===== config.mk =====
export PLATFORM = sky130hd
export DESIGN_NAME = mult_seq_control
export DESIGN_NICKNAME = d
export VERILOG_FILES = /design/src/rtl/mult_seq_control.sv
export SDC_FILE = /design/constraint.sdc
export NUM_CORES = 1
export LEC_CHECK = 0
export CORE_AREA = 5 5 42 44
export DETAILED_ROUTE_END_ITERATION = 7
export DIE_AREA = 0 0 47 49
export PLACE_DENSITY_LB_ADDON = 0.3
export SLEW_MARGIN = 30
export SYNTH_ARGS = -nofsm -noshare
export SYNTH_HDL_FRONTEND = slang
export SYNTH_SLANG_ARGS = --single-unit

===== constraint.sdc =====
create_clock -name Clk -period 3.65 [get_ports Clk]
set_input_delay 0.73 -clock Clk [delete_from_list [all_inputs] [get_ports Clk]]
set_output_delay 0.73 -clock Clk [all_outputs]
set_load 0.05 [all_outputs]

===== src/rtl/mult_seq_control.sv =====
// rtl/mult_seq_control.sv - sequencer for an 8-bit add/shift signed multiplier datapath
// Optional MULT_CTRL_SYNC_EN: passes Run and ClearA_LoadB through 2-flop synchronizers.
module mult_seq_control (
    input  logic       Clk,
    input  logic       Reset,
    input  logic       Run,
    input  logic       ClearA_LoadB,
    input  logic       M,
    output logic       Clr_Ld,
    output logic       ClearAX,
    output logic       Add,
    output logic       Sub,
    output logic       Shift,
    output logic       Busy,
    output logic       Done,
    output logic [2:0] Step
);

    typedef enum logic [2:0] {
        S_IDLE  = 3'd0,
        S_CLRAX = 3'd1,
        S_ADD   = 3'd2,
        S_SHIFT = 3'd3,
        S_HOLD  = 3'd4
    } state_t;

    state_t     state_q, state_d;
    logic [2:0] step_q, step_d;
    logic       rst_q;
    logic       run_s;
    logic       ld_s;

`ifdef MULT_CTRL_SYNC_EN
    logic [1:0] run_sync_q;
    logic [1:0] ld_sync_q;

    always_ff @(posedge Clk) begin
        if (Reset) begin
            run_sync_q <= 2'b00;
            ld_sync_q  <= 2'b00;
        end else begin
            run_sync_q <= {run_sync_q[0], Run};
            ld_sync_q  <= {ld_sync_q[0], ClearA_LoadB};
        end
    end

    assign run_s = run_sync_q[1];
    assign ld_s  = ld_sync_q[1];
`else
    assign run_s = Run;
    assign ld_s  = ClearA_LoadB;
`endif

    // rst_q marks the first cycle after a reset edge so every output stays quiet then
    always_ff @(posedge Clk) begin
        if (Reset) begin
            state_q <= S_IDLE;
            step_q  <= 3'd0;
            rst_q   <= 1'b1;
        end else begin
            state_q <= state_d;
            step_q  <= step_d;
            rst_q   <= 1'b0;
        end
    end

    always_comb begin
        state_d = state_q;
        step_d  = step_q;
        Clr_Ld  = 1'b0;
        ClearAX = 1'b0;
        Add     = 1'b0;
        Sub     = 1'b0;
        Shift   = 1'b0;
        Busy    = 1'b0;
        Done    = 1'b0;
        case (state_q)
            S_IDLE: begin
                Clr_Ld = ld_s & ~run_s & ~rst_q;
                if (run_s) begin
                    state_d = S_CLRAX;
                    step_d  = 3'd0;
                end
            end
            S_CLRAX: begin
                ClearAX = 1'b1;
                Busy    = 1'b1;
                step_d  = 3'd0;
                state_d = S_ADD;
            end
            S_ADD: begin
                Busy = 1'b1;
                // the last multiplier bit carries negative weight, so it subtracts
                if (M) begin
                    if (step_q == 3'd7) Sub = 1'b1;
                    else                Add = 1'b1;
                end
                state_d = S_SHIFT;
            end
            S_SHIFT: begin
                Shift = 1'b1;
                Busy  = 1'b1;
                if (step_q == 3'd7) begin
                    state_d = S_HOLD;
                end else begin
                    step_d  = step_q + 3'd1;
                    state_d = S_ADD;
                end
            end
            S_HOLD: begin
                Done = 1'b1;
                if (!run_s) state_d = S_IDLE;
            end
            default: state_d = S_IDLE;
        endcase
    end

    assign Step = step_q;

endmodule


==> flow_metrics.py <==
metrics = {
    "cts": {
        "worst_skew_pair.late_latency_ns": 0.25,
        "cts.reportedPaths.clkPinSlew_ns": 0.05,
        "cts_made_buffers": 3,
        "htree_levels": 1,
        "clock-sinks": 7,
        "cts.path.max_buffers": 2,
        "cts_tree": "done",
        "cts_root_buffer": "clkbuf_4",
        "postCtsSetupBuffers": 0,
        "post_cts_resized": 0,
        "holdBufCountCts": 0,
    },
    "placed_design": {
        "numPortBuffers": 14,
        "dpl.cell_count": 63,
        "hpwl_um": 546,
        "place.gp.congestion": 0.643,
    },
    "setup_path": {
        "worst_path_most_repeated_cell": "clkdlybuf4s50_1",
        "cpPeakStageDelay_ns": 0.81,
        "reg2reg_depth": 5,
        "worstPathArrival_ns": 2.46,
        "cp_cell_sequence": "clkdlybuf4s50_1, nor4bb_1, nor2b_1, clkdlybuf4s50_1",
        "startpoint": "M",
        "criticalPathCategory": "input port to output pin",
        "start_kind": "input port",
        "r2r-end": "Step[0]",
        "regToRegStartpoint": "Step[0]",
        "ff2ff_setup_slack_ns": 2.11,
        "end_kind": "output pin",
        "cp_max_fo": 2,
        "crit_slowest_cell": "clkdlybuf4s50_1",
        "required_ns": 2.92,
        "crit_end": "Add",
    },
    "layout": {
        "multiInputGateArea_um2": 203,
        "fin_nets": 59,
        "area.sequential_um2": 140,
        "fin_cells": 67,
        "fill_cells": 157,
        "diodes": 0,
        "area_growth_pct": 49.5,
        "fin_util": 0.378,
        "drive_above_1_share": 0.137,
    },
    "die": {
        "die_y_um": 49,
        "core_region_area_mm2": 0.00140,
        "num_rows": 14,
        "dieArea_mm2": 0.00230,
        "start_util": 0.253,
        "fp.dieW_um": 47,
        "io_pins": 15,
    },
    "power": {
        "p_clk_frac": 0.359,
        "p_per_area_mw_per_mm2": 360,
        "seq_power_share": 0.432,
        "power_w": 0.000191,
        "peakVddDrop_v": 0.000126,
        "internal-power_w": 0.000137,
        "switchingPower_w": 0.0000538,
        "p_sw_frac": 0.282,
        "p_leak_nw": 0.210,
        "p_comb_frac": 0.209,
    },
    "routing": {
        "drtPass1Iterations": 4,
        "route.vias.total": 316,
        "first_iter_violations": 1,
        "antenna_left": 0,
        "viasPerCell": 4.72,
        "drc": 0,
        "drt_wl_total_um": 745,
        "wire_per_inst_um": 11.1,
    },
    "synthesis": {
        "synth_top_cell_by_area": "dfxtp_1",
        "synth_most_common_cell": "dfxtp_1",
        "synth_area_um2": 354,
        "async_flop_share": 0,
        "avgSynthCellArea_um2": 10.4,
        "yosysSeqAreaShare": 0.396,
        "synth_simple_gate_area_frac": 0.360,
        "synthMuxAreaShare": 0.0318,
        "synthCells": 34,
        "synth-xor-area-share": 0,
        "synth_top_family_by_area": "simple AND/OR/NAND/NOR gates",
        "ys_types": 20,
        "synth_nets": 41,
        "yosys-top-cells-area": "dfxtp_1, ha_1, nor2_1, nor3b_4, a22o_1",
        "synth_edf_count": 0,
        "synth_common_cells": "dfxtp_1, nor2_1",
        "synth_fa_ha_area_frac": 0.0707,
        "ys_seq_elements": 7,
        "synth_compound_area_frac": 0.110,
        "synth_top_area_share": 0.396,
        "synth_flop_cell": "dfxtp_1",
        "ys_warn_count": 0,
    },
    "grt": {
        "overflow": 0,
        "grt_usage": 0.0719,
        "first_global_vias": 287,
        "grt_pass1_wl_mm": 1.20,
        "grt_max_degree": 11,
        "antenna_found_initial": 0,
    },
    "sta": {
        "relSlewSlack": 0.666,
        "skew_ns": 0.00181,
        "finalSetupViolCount": 0,
        "layout_min_cycle_time_ns": 3.19,
        "tns_ns": 0,
        "tightest_slew_ns": 0.499,
        "final_max_slew_viol_count": 0,
        "rsz0062_at_grt": "false",
        "period_share": 0.874,
        "clock.fmax_ghz": 0.313,
        "hold_viol": 0,
    },
    "outcome": {
        "outcome": "finished, final reports clean",
    },
    "flow_run": {
        "drv_cap": 0,
    },
    "min_path": {
        "hold_path_class": "register to register",
    },
}
## how the worst min path moves through the flow
stage | start | endpoint | depth (start not counted)
after CTS | Step[2] | Step[2] | 1
after floorplan | state_q[0] | state_q[0] | 1
final | Step[2] | Step[2] | 1
after global placement | Step[1] | Step[1] | 1
after global routing | Step[2] | Step[2] | 1
after detailed placement | Step[2] | Step[2] | 1
## registers in the layout, summed over array words and instances (netlist names)
signal / flops
Step: 3
state_q: 3
rst_q: 1
## power groups by stage
| stage | combinational [W] | clock (W) | sequential (W) |
|---|---|---|---|
| 2_1_floorplan | 0.0000239 | 0 | 0.0000842 |
| 3_3_place_gp | 0.0000398 | 0 | 0.0000840 |
| 3_5_place_dp | 0.0000398 | 0 | 0.0000839 |
| 4_1_cts | 0.0000401 | 0.0000712 | 0.0000822 |
| 5_1_grt | 0.0000424 | 0.0000753 | 0.0000828 |
| 6_report | 0.0000399 | 0.0000685 | 0.0000823 |
## area by class of cell
cell class                 count  area share
clock buffer                   4      0.0496
sequential                     7       0.265
timing repair buffer          14       0.265
tap                           16      0.0378
multi-input combinational     26       0.383
## cells by family after synthesis
family,count (synthesis)
AND/OR/NAND/NOR,19
flip-flops,7
AO/OA/AOI/OAI,4
adder cells (fa/ha/maj),2
buffers and inverters,1
multiplexers,1
## routing by layer
metal	part of all wire	global-route usage
met3	0.097	0.0369
met5	0	0
met1	0.51	0.0949
met2	0.39	0.0905
met4	0.0067	0.0415
## per-stage QoR
stage | hold WS [ns] | worst slack, ns | instance area [um2]
finish | 0.512 | 0.460 | 529
global route | 0.563 | 0.354 | 529
CTS | 0.521 | 0.445 | 529
detailed placement | 0.502 | 0.462 | 503
global placement | 0.506 | 0.486 | 503
floorplan | 0.486 | 1.07 | 354
## placed cells by master, fill, tap and decap left out
master           instances
nor4_1                   2
or2_1                    1
nor3b_1                  1
clkdlybuf4s50_1         14
mux2_2                   1
nor2b_1                  1
nor3b_4                  1
and3b_1                  1
clkbuf_1                 1
clkbuf_4                 3
nor3_1                   1
nand3b_1                 1
nor2_1                   5
dfxtp_1                  7
and2_2                   1
a22o_1                   2
and2_1                   2
and3_1                   1
nor4bb_1                 1
ha_1                     2
a211oi_2                 1
a32oi_1                  1
## worst max-delay path: cells and delay by family
kind                   cells  cell delay, ns
buffers and inverters      2            1.25
AND/OR/NAND/NOR            2            0.47
No activity file was read; power rests on OpenSTA's default activity.
